$ cat src/rtl/sram_like_arbiter.sv
// Shares one sram-like memory port between instruction fetch and data access, one transaction
// outstanding at a time; data wins ties unless a pending fetch has been starved too long.
module sram_like_arbiter #(
  parameter int STARVE_LIMIT = 4,
  parameter int CNT_W        = 3
) (
  input  logic        clk,
  input  logic        resetn,
  input  logic        inst_req,
  input  logic        inst_wr,
  input  logic [1:0]  inst_size,
  input  logic [3:0]  inst_wen,
  input  logic [31:0] inst_addr,
  input  logic [31:0] inst_wdata,
  output logic        inst_addr_ok,
  output logic        inst_data_ok,
  output logic [31:0] inst_rdata,
  input  logic        data_req,
  input  logic        data_wr,
  input  logic [1:0]  data_size,
  input  logic [3:0]  data_wen,
  input  logic [31:0] data_addr,
  input  logic [31:0] data_wdata,
  output logic        data_addr_ok,
  output logic        data_data_ok,
  output logic [31:0] data_rdata,
  output logic        mem_req,
  output logic        mem_wr,
  output logic [1:0]  mem_size,
  output logic [3:0]  mem_wen,
  output logic [31:0] mem_addr,
  output logic [31:0] mem_wdata,
  input  logic        mem_addr_ok,
  input  logic        mem_data_ok,
  input  logic [31:0] mem_rdata
);

  localparam logic [CNT_W-1:0] LIMIT = CNT_W'(STARVE_LIMIT);

  typedef enum logic [1:0] {IDLE = 2'd0, REQ = 2'd1, RESP = 2'd2} state_t;

  state_t             state_reg, state_next;
  logic               owner_reg, owner_next;   // 0 = inst, 1 = data
  logic [CNT_W-1:0]   starve_cnt_reg, starve_cnt_next;
  logic               wr_reg, wr_next;
  logic [1:0]         size_reg, size_next;
  logic [3:0]         wen_reg, wen_next;
  logic [31:0]        addr_reg, addr_next;
  logic [31:0]        wdata_reg, wdata_next;

  logic [1:0]         grant_v;                 // bit 0 = inst, bit 1 = data
  logic [1:0]         data_ok_v;
  logic [1:0][31:0]   rdata_v;
  logic               done;

  always_ff @(posedge clk) begin
    if (!resetn) begin
      state_reg      <= IDLE;
      owner_reg      <= 1'b0;
      starve_cnt_reg <= '0;
      wr_reg         <= 1'b0;
      size_reg       <= '0;
      wen_reg        <= '0;
      addr_reg       <= '0;
      wdata_reg      <= '0;
    end else begin
      state_reg      <= state_next;
      owner_reg      <= owner_next;
      starve_cnt_reg <= starve_cnt_next;
      wr_reg         <= wr_next;
      size_reg       <= size_next;
      wen_reg        <= wen_next;
      addr_reg       <= addr_next;
      wdata_reg      <= wdata_next;
    end
  end

  // Handshake pulses are gated by resetn so a held request never sees addr_ok during reset.
  always_comb begin
    state_next      = state_reg;
    owner_next      = owner_reg;
    starve_cnt_next = starve_cnt_reg;
    wr_next         = wr_reg;
    size_next       = size_reg;
    wen_next        = wen_reg;
    addr_next       = addr_reg;
    wdata_next      = wdata_reg;
    grant_v         = 2'b00;
    done            = 1'b0;
    if (resetn) begin
      case (state_reg)
        IDLE: begin
          if (data_req && !(inst_req && starve_cnt_reg == LIMIT)) begin
            grant_v = 2'b10;
          end else if (inst_req) begin
            grant_v = 2'b01;
          end
          if (grant_v != 2'b00) begin
            state_next = REQ;
            owner_next = grant_v[1];
            wr_next    = grant_v[1] ? data_wr    : inst_wr;
            size_next  = grant_v[1] ? data_size  : inst_size;
            wen_next   = grant_v[1] ? data_wen   : inst_wen;
            addr_next  = grant_v[1] ? data_addr  : inst_addr;
            wdata_next = grant_v[1] ? data_wdata : inst_wdata;
            if (grant_v[1] && inst_req) begin
              starve_cnt_next = (starve_cnt_reg == LIMIT) ? LIMIT : starve_cnt_reg + 1'b1;
            end else begin
              starve_cnt_next = '0;
            end
          end
        end
        REQ: begin
          if (mem_addr_ok) begin
            if (mem_data_ok) begin
              done       = 1'b1;
              state_next = IDLE;
            end else begin
              state_next = RESP;
            end
          end
        end
        RESP: begin
          if (mem_data_ok) begin
            done       = 1'b1;
            state_next = IDLE;
          end
        end
        default: state_next = IDLE;
      endcase
    end
  end

  genvar gi;
  generate
    for (gi = 0; gi < 2; gi++) begin : g_side
      assign data_ok_v[gi] = done && (owner_reg == 1'(gi));
      assign rdata_v[gi]   = data_ok_v[gi] ? mem_rdata : 32'd0;
    end
  endgenerate

  assign inst_addr_ok = grant_v[0];
  assign data_addr_ok = grant_v[1];
  assign inst_data_ok = data_ok_v[0];
  assign data_data_ok = data_ok_v[1];
  assign inst_rdata   = rdata_v[0];
  assign data_rdata   = rdata_v[1];

  assign mem_req   = (state_reg == REQ);
  assign mem_wr    = wr_reg;
  assign mem_size  = size_reg;
  assign mem_wen   = wen_reg;
  assign mem_addr  = addr_reg;
  assign mem_wdata = wdata_reg;

endmodule
$ cat config.mk
export PLATFORM = sky130hd
export DESIGN_NAME = sram_like_arbiter
export DESIGN_NICKNAME = d
export VERILOG_FILES = /design/src/rtl/sram_like_arbiter.sv
export SDC_FILE = /design/constraint.sdc
export NUM_CORES = 1
export LEC_CHECK = 0
export ABC_AREA = 1
export BUFFER_PORTS_ARGS = -buffer_cell sky130_fd_sc_hd__buf_2
export CAP_MARGIN = 25
export CORE_AREA = 4 4 121 123
export DETAILED_ROUTE_END_ITERATION = 10
export DIE_AREA = 0 0 125 127
export GPL_TIMING_DRIVEN = 0
export PLACE_DENSITY_LB_ADDON = 0.05
export SLEW_MARGIN = 20
export SYNTH_ARGS = -nofsm -noshare
export SYNTH_HDL_FRONTEND = slang
export SYNTH_SLANG_ARGS = --single-unit
$ cat constraint.sdc
create_clock -name clk -period 1.5 [get_ports clk]
set_input_delay 0 -clock clk [delete_from_list [all_inputs] [get_ports clk]]
set_output_delay 0 -clock clk [all_outputs]
set_load 0.03 [all_outputs]
======== Yosys cells after proc, flatten, opt, wreduce, memory -nomap -nowiden ========
Index checks and enable logic that the tools add are counted.
storage, ports and cells
  bits in registers ....................... 77
  logic and storage cells ................. 50
cells by class
  add/subtract/negate cells ............... 1
  eq/ne operators ......................... 6
  muxes and demuxes ....................... 24
  bitwise gates (word level) .............. 1
  reduce and logical (&&, ||, !) cells .... 10
operators with widths
  operator               number
  $mux W32               4
  $mux W2                10
  $mux W3                2
  $pmux W2 S3            1
  $logic_and A1 B1 Y1    5
  $mux W1                5
  $mux W4                1
  $ne A2 B2 Y1 const B   2
  $add A3 B1 Y3 const B  1
  $eq A3 B3 Y1 const B   1
  $reduce_and A3 Y1      1
  $eq A2 B1 Y1 const B   1
  $eq A2 B2 Y1 const B   1
  $logic_not A2 Y1       1
  $ne A2 B1 Y1 const B   1
  $pmux W1 S2            1
  $reduce_and A2 Y1      1
  $reduce_bool A2 Y1     1
  $logic_not A1 Y1       1
  $not A1 Y1             1

======== Logic depth before layout (Yosys ltp) ========
Gate-level depths: netlist (run 1).
  depth after elaboration ................. 10
  gate-level depth with buffers ........... 9
  gate-level depth less buffers ........... 9

======== Worst setup path after synthesis (run 1) ========
No wires, ideal clock.
  kind .................................... register to output
  start point ............................. reg state_reg[1]
  end point ............................... out inst_rdata[10]
  arrival time ............................ 1.973 ns
  slack ................................... -0.473 ns
  stages on the path, launching flop included .. 9
  path buffers ............................ 1
  cell sequence ........................... dfxtp_1 -> inv_1 -> ha_1 -> a21o_1 -> nand2_1 -> nor2_2 -> inv_2 -> buf_2 -> nor2_1
on the way
  longest elaborated chain between the ends .. 5
  elaborated cells on any way between the ends .. 6
  classes of those cells .................. 2 x eq/ne; 3 x mux; 1 x reduce/logical
RTL lines
  item                    RTL line  RTL
  start, declared         42        state_t state_reg, state_next;
  start signal, assigned  67        state_reg <= state_next;
  $eq A2 B1 Y1            n/a
  net mem_req             27        output logic mem_req,
  $pmux W1 S2             91        case (state_reg)
  $mux W1                 90        if (resetn) begin
  $logic_and A1 B1 Y1     137       assign data_ok_v[gi] = done && (owner_reg == 1'(gi));
  net inst_data_ok        16        output logic inst_data_ok,
  $mux W32                138       assign rdata_v[gi] = data_ok_v[gi] ? mem_rdata : 32'd0;
  end, declared           17        output logic [31:0] inst_rdata,
The timed path passes the listed nets, and every way through them passes these cells.

======== Worst setup path in the final report (run 1) ========
  start point ............................. reg state_reg[0]
  end point ............................... out data_rdata[16]
on the way
  longest elaborated chain between the ends .. 5
  elaborated cells on any way between the ends .. 6
  classes of those cells .................. 2 x eq/ne; 3 x mux; 1 x reduce/logical
RTL lines
  item                                                 RTL line  RTL
  $eq A2 B2 Y1 / $eq A2 B1 Y1 (equally long branches)  91
  $pmux W1 S2 *                                        91
  $mux W1 *                                            90
  $logic_and A1 B1 Y1 *                                137
  $mux W32 *                                           138
  end, declared                                        26        output logic [31:0] data_rdata,
Mark *: on every way between the ends. The rest lies on a longest branch, timed or not.

==> metrics.md, run 1 <==
| Metric | Value |
|---|---|
| Status | finished with violations |
| Violated checks | setup timing |
| Synthesis Warnings | 0 |
| Die width | 125 um |
| Final Util | 68.2% |
| CTS tree | done |
| Clk_lat worst skew | 0.33 ns |
| Final Max Slew Viols | 0 |
| Remaining global-route overflow | 0 |
| Antenna diodes | 0 |
| Critical Path RT | 1.50 ns |
| Post-route DRC | 0 |
| Sequential share of power | 26.7% |
| Max H-tree Level | 3 |
| Post-Syn Area | 0.00469 sq mm |
| Top post-synthesis cells by area | dfxtp_1, nand3_1, inv_1 |
| Syn Area/Cell | 5.91 sq um |
| Fmax | 533 MHz |
| Max-slew headroom | 65.1% |
| Max Root-Sink Buffers | 2 |
| Worst Hold Class | in2reg |
| Pre-CTS worst setup slack | -0.403 ns |
| Worst-path clk slew | 0.06 ns |
| Setup Skew | 0.00937 ns |
| Largest net degree at the start of global routing | 13 |
| I/O Buffers | 319 |
| FP Rows | 43 |
| First-pass GRT wire length | 31500 um |
| Routed Antenna Nets | 0 |
| CP Max Fanout | 5 |
| Die area | 0.0159 sq mm |
| Vias post-DR | 6486 |
| Sw Share | 43.7% |
| Dpl cells | 1293 |
| Cell taking the most area after synthesis | dfxtp_1 |
| Crit end category | output port |
| Worst VDD drop | 0.640 mV |
| Fill cell count | 1182 |
| Power share of the combinational group | 53.8% |
| Endpoints failing setup | 66 |
| Distinct cell type count after synthesis | 19 |
| Max Cap Viol | 0 |
| CORE AREA | 0.0137 sq mm |
| Vias in the first global route | 6281 |
| Sequential element share of the synthesized area | 32.8% |
| Switch Pwr | 4.91 mW |
| Dpl hpwl | 13400 um |
| Ports | 320 |
| Die H | 127 um |
| CP Data Arrival Time | 1.88 ns |
| RePlAce Congestion | 0.815 |
| Initial antenna violation count | 0 |
| Footprint of the multi-input gates | 0.00276 sq mm |
| Gr usage total | 24.1% |
| Clock root buffer | clkbuf_16 |
| Post-route minimum period | 1.88 ns |
| Initial DRC count | 310 |
| Pleak | 5.07 nW |
| Post-Route WL | 20800 um |
| RSZ-0062 raised after global routing | true |
| Number of clock sinks | 77 |
| Synth-to-Final Area Change | 98.6% |
| Asr flop ratio synth | 0% |
| Reg2Reg Depth | 9 |
| PnR worst setup slack | -0.378 ns |
| Number of synthesized flops with an enable pin | 0 |
| Worst-Margin Slew | 0.524 ns |
| Reg area | 0.00155 sq mm |
| Crit path kind | reg2out |
| Avg Vias per Cell | 4.54 |
| Setup TNS Final | -20.21 ns |
| Post-synthesis net count | 980 |
| Non-Filler Instances | 1429 |
| Worst hold stages | 5 |
| Clock power share | 19.6% |
| Post-synthesis instance total | 794 |
| Final nets | 1431 |
| Crit share post-route | 125% |
| Seq cells post-synth | 77 |
| Ys flop type | dfxtp_1 |
| CP Launch Type | flop |
| Final hold viol count | 0 |
| Initial Util | 34.3% |
| CTS Buf Count | 9 |
| Synth top area share | 32.8% |
| Internal power | 6.34 mW |
| First drt pass iteration count | 5 |
| Share of cells above drive strength 1 | 39.5% |
| Post-DR wirelength/cell | 14.6 um |
| Pwr dens | 1210 mW/mm^2 |
## synthesized netlist by cell type (3+ instances only)
| cell | count |
|---|---|
| nand2_1 | 160 |
| nand4_1 | 3 |
| buf_6 | 6 |
| buf_2 | 6 |
| nor2_1 | 79 |
| inv_2 | 5 |
| nand3_1 | 147 |
| buf_1 | 12 |
| clkbuf_1 | 13 |
| a21oi_1 | 73 |
| inv_1 | 187 |
| dfxtp_1 | 77 |
| buf_4 | 15 |
| ha_1 | 6 |
## final cells by class
class,count,area share [%]
clock inverter,3,0.483
sequential,77,16.6
tap,180,2.42
multi-input combinational,474,29.6
timing repair buffer,439,34.9
buffer,52,5.35
inverter,192,7.86
clock buffer,12,2.75
## logic make-up (layout without fill, tap and decap cells)
family | count (synthesis) | after routing | synth area share [%]
AO/OA/AOI/OAI | 75 | 75 | 8.05
flip-flops | 77 | 77 | 32.8
buffers and inverters | 244 | 698 | 21.8
AND/OR/NAND/NOR | 392 | 393 | 35.7
adder cells (fa/ha/maj) | 6 | 6 | 1.60
## path summary, 6_finish.rpt
| path | from | endpoint | slack [ns] |
|---|---|---|---|
| max | state_reg[0] | data_rdata[16] | -0.38 |
| min | inst_addr[27] | mem_addr[27] | 0.01 |
| max reg2reg | state_reg[1] | mem_addr[20] | 0.07 |
| min reg2reg | mem_wdata[3] | mem_wdata[3] | 0.53 |
## cell usage in the layout, fill, tap and decap left out, drive strengths merged
cell type,n
buf,386
inv,192
nand2,161
nand3,149
dlygate4sd3,101
nor2,80
dfxtp,77
a21oi,73
clkbuf,16
ha,6
nand4,3
clkinvlp,2
a21o,1
o21ai,1
bufinv,1
## metrics by stage
stage          cell area, sq um  hold WS [ns]  power, mW
2_1_floorplan              5010         0.114       6.68
4_1_cts                    8830      0.000200       11.0
3_5_place_dp               6830         0.286       8.25
3_3_place_gp               6830         0.285       8.24
6_report                   9320        0.0111       11.2
5_1_grt                    9320        0.0239       12.0
## repair_timing
item / in CTS / in global routing
setup buffers: 12 / 2
endpoints found under the setup margin: 140 / 138
cloned: 5 / 1
pin swaps: 7 / 4
endpoints found under the hold margin: 73 / 0
hold buffers: 101 / 0
resized for setup: 170 / 137
## power by group through the flow
stage	Combinational, mW	Clock, mW	Sequential [mW]
6_report	6.05	2.20	3.00
4_1_cts	5.77	2.27	2.99
2_1_floorplan	2.51	0	4.18
3_5_place_dp	5.23	0	3.02
5_1_grt	6.62	2.33	3.07
3_3_place_gp	5.23	0	3.01
## routing by layer
| layer | global-route usage, % | routed length, um | vias to the layer above |
|---|---|---|---|
| li1 | - | - | 3302 |
| met1 | 28.2 | 8210 | 2891 |
| met2 | 43.2 | 10500 | 256 |
| met3 | 6.35 | 1560 | 37 |
| met4 | 7.59 | 580 | 0 |
| met5 | 0 | 0 | - |
## worst max-delay path, stage by stage, from the launching register on
cell     delay (ns)
dfxtp_4        0.37
inv_4          0.04
ha_4           0.26
nand2_4        0.04
nor2_4         0.09
buf_6          0.13
nand3_4        0.13
buf_6          0.20
nor2_1         0.11
buf_4          0.18
(Power assumes the default switching activity.)
==> inputs of run 2 (changes only) <==
--- a/config.mk
+++ b/config.mk
@@ -8,9 +8,12 @@
 export ABC_AREA = 1
 export BUFFER_PORTS_ARGS = -buffer_cell sky130_fd_sc_hd__buf_2
 export CAP_MARGIN = 25
-export CORE_AREA = 4 4 121 123
+export CELL_PAD_IN_SITES_DETAIL_PLACEMENT = 1
+export CELL_PAD_IN_SITES_GLOBAL_PLACEMENT = 2
+export CORE_ASPECT_RATIO = 1.1
+export CORE_MARGIN = 4
+export CORE_UTILIZATION = 19
 export DETAILED_ROUTE_END_ITERATION = 10
-export DIE_AREA = 0 0 125 127
 export GPL_TIMING_DRIVEN = 0
 export PLACE_DENSITY_LB_ADDON = 0.05
 export SLEW_MARGIN = 20
==> run 2 against run 1 <==
The flow still finishes with violations (setup timing). Fmax rose by 0.61%. Combinational power barely moved. Sequential power barely moved. Sequential share of layout area fell by 0.33 points. Via count fell by 0.26%. Register-to-register slack barely moved. Clock skew barely moved. Utilization fell by 29 points. Setup slack improved by 0.011 ns. Hold slack got worse by 0.0091 ns. Highest routed layer unchanged.
==> metrics.md, run 2 (synthesis results as in run 1) <==
| Metric | Value |
|---|---|
| Violated checks | setup timing |
| CP Max Fanout | 7 (+2) |
| Largest net degree at the start of global routing | 15 (+2) |
| Max Cap Viol | 0 (unchanged) |
| Post-route DRC | 0 (unchanged) |
| Setup TNS Final | -20.53 ns (-0.321 ns) |
| Final Util | 39.0% (-29 points) |
| Initial antenna violation count | 0 (unchanged) |
| Routed Antenna Nets | 0 (unchanged) |
| CTS Buf Count | 9 (unchanged) |
| Placement Cell Area | 0.00700 sq mm (+2.4%) |
| Fill cell count | 3112 (+160%) |
| Status | finished with violations |
| Most common cell after layout, fill and taps aside | buf_2 |
| Clock root buffer | clkbuf_16 |
| Die H | 173 um (+36%) |
| Final total power | 11.4 mW (+1.5%) |
| CTS tree | done |
| Final hold viol count | 0 (unchanged) |
| Hold WS | 0.00205 ns (-0.00909 ns) |
| Pwr dens | 1200 mW/mm^2 (-0.53%) |
| Top cell family by delay on the critical path | buffers and inverters |
| I/O Buffers | 319 (unchanged) |
| Fin area | 0.00951 sq mm (+2.0%) |
| Post-DR wirelength/cell | 14.7 um (+0.88%) |
| Max-slew headroom | 62.6% (-2.5 points) |
| FP Rows | 60 (+40%) |
| Remaining global-route overflow | 0 (unchanged) |
| Most used cell, CP | nor2_4 |
| Pleak | 5.13 nW (+1.2%) |
| Crit end category | output port |
| Die width | 158 um (+26%) |
| Endpoints failing setup | 66 (unchanged) |
| Slowest cell on the critical path | dfxtp_2 |
| First drt pass iteration count | 4 (-1) |
| CP Launch Type | flop |
| Share of cells above drive strength 1 | 38.2% (-1.3 points) |
| Final nets | 1443 (+0.84%) |
| Max H-tree Level | 3 (unchanged) |
| Worst VDD drop | 0.413 mV (-36%) |
| Synth-to-Final Area Change | 103% |
| CORE AREA | 0.0244 sq mm (+79%) |
| Avg Vias per Cell | 4.12 (-9.3%) |
| Critical Path RT | 1.50 ns (about the same) |
| Vias post-DR | 6469 (-0.26%) |
| Clk_lat worst skew | 0.34 ns (about the same) |
| Vias in the first global route | 6730 (+7.1%) |
| Final Max Slew Viols | 0 (unchanged) |
| Setup Skew | 0.00941 ns (+0.0000404 ns) |
| Number of clock sinks | 77 (unchanged) |
| Die area | 0.0273 sq mm (+72%) |
| CP Cell Sequence | inv_4 -> ha_4 -> nand2_4 -> nor2_4 -> nand2_2 -> nor2_4 -> inv_6 -> clkbuf_16 -> nor2_4 -> buf_6 |
| Post-Route WL | 23100 um (+11%) |
| Crit share post-route | 124% (-0.76 points) |
| CP Buf/Inv Count | 4 (unchanged) |
| Gr usage total | 16.5% (-7.6 points) |
| Slowest cell delay on critical path | 0.36 ns (about the same) |
| Crit path kind | reg2out |
| PnR worst setup slack | -0.367 ns (+0.0114 ns) |
| Post-route minimum period | 1.87 ns (-0.0114 ns) |
| Initial DRC count | 133 (-57%) |
| Commonest non-fill, non-tap cells in the layout | buf_2, inv_1, nand2_1 |
| Dpl hpwl | 17000 um (+27%) |
| CP Data Arrival Time | 1.87 ns (about the same) |
| First-pass GRT wire length | 35800 um (+13%) |
| Worst-path clk slew | 0.07 ns (about the same) |
| Ports | 320 (unchanged) |
| Initial Util | 19.2% (-15 points) |
| Worst Hold Class | in2reg |
| Worst-Margin Slew | 0.561 ns (+0.0375 ns) |
| Max Root-Sink Buffers | 2 (unchanged) |
| RSZ-0062 raised after global routing | true |
| Fmax | 536 MHz (+0.61%) |
| Antenna diodes | 0 (unchanged) |
| RePlAce Congestion | 0.759 (-6.8%) |
==> run 2: report_power, final <==
part | total [mW] | switching, mW | internal (mW)
logic | 6.06 | 3.78 | 2.28
registers | 3.00 | 0.316 | 2.69
clock network | 2.35 | 0.952 | 1.40
total | 11.4 | 5.05 | 6.37
==> run 2: what timing repair did <==
item | CTS | global route
pin swaps | 8 | 5
hold buffers | 112 | 1
setup buffers | 9 | 7
endpoints found under the setup margin | 140 | 138
hold endpoints to repair | 74 | 1
resized for setup | 217 | 52
cloned | 2 | 2
==> run 2: final timing paths <==
| check | startpoint | endpoint | slack, ns | depth (start not counted) |
|---|---|---|---|---|
| worst max-delay path | state_reg[1] | inst_rdata[7] | -0.37 | 10 |
| worst min-delay path | data_addr[7] | mem_addr[7] | 0.002 | 5 |
| worst max register to register | starve_cnt_reg[0] | mem_wdata[15] | 0.07 | 10 |
| worst min register to register | mem_addr[10] | mem_addr[10] | 0.53 | 4 |
==> run 2: worst register-to-register path: stages, from the launching register on <==
cell and delay, ns:
dfxtp_2 0.34, inv_2 0.06, ha_4 0.17, nand3_4 0.13, nand2_8 0.07, buf_4 0.17
buf_6 0.15, nand2_1 0.06, nand3_1 0.09, nand2_1 0.07, inv_1 0.04
==> run 2: cell type report <==
class	count	area, sq um	area share [%]
repair buffers	452	3360	35.3
multi-input cells	473	2660	28.0
flip-flops and latches	77	1550	16.3
inverters	192	736	7.74
plain buffers	52	498	5.24
well taps	310	388	4.08
clock buffers	11	253	2.66
clock inverters	5	65.1	0.684
==> run 2: stage by stage <==
stage / worst slack (ns) / instances
final: -0.367 / 1572
after global routing: -0.453 / 1572
after CTS: -0.375 / 1562
after detailed placement: -0.551 / 1423
after global placement: -0.530 / 1423
after floorplan: -0.138 / 794
==> run 2: routing by layer <==
layer	vias to the layer above	track usage, %	part of all wire, %
met3	31	4.16	6.9
met1	2915	19.4	41
met5	-	0	0
li1	3324	-	-
met4	0	4.30	1.8
met2	199	29.5	50
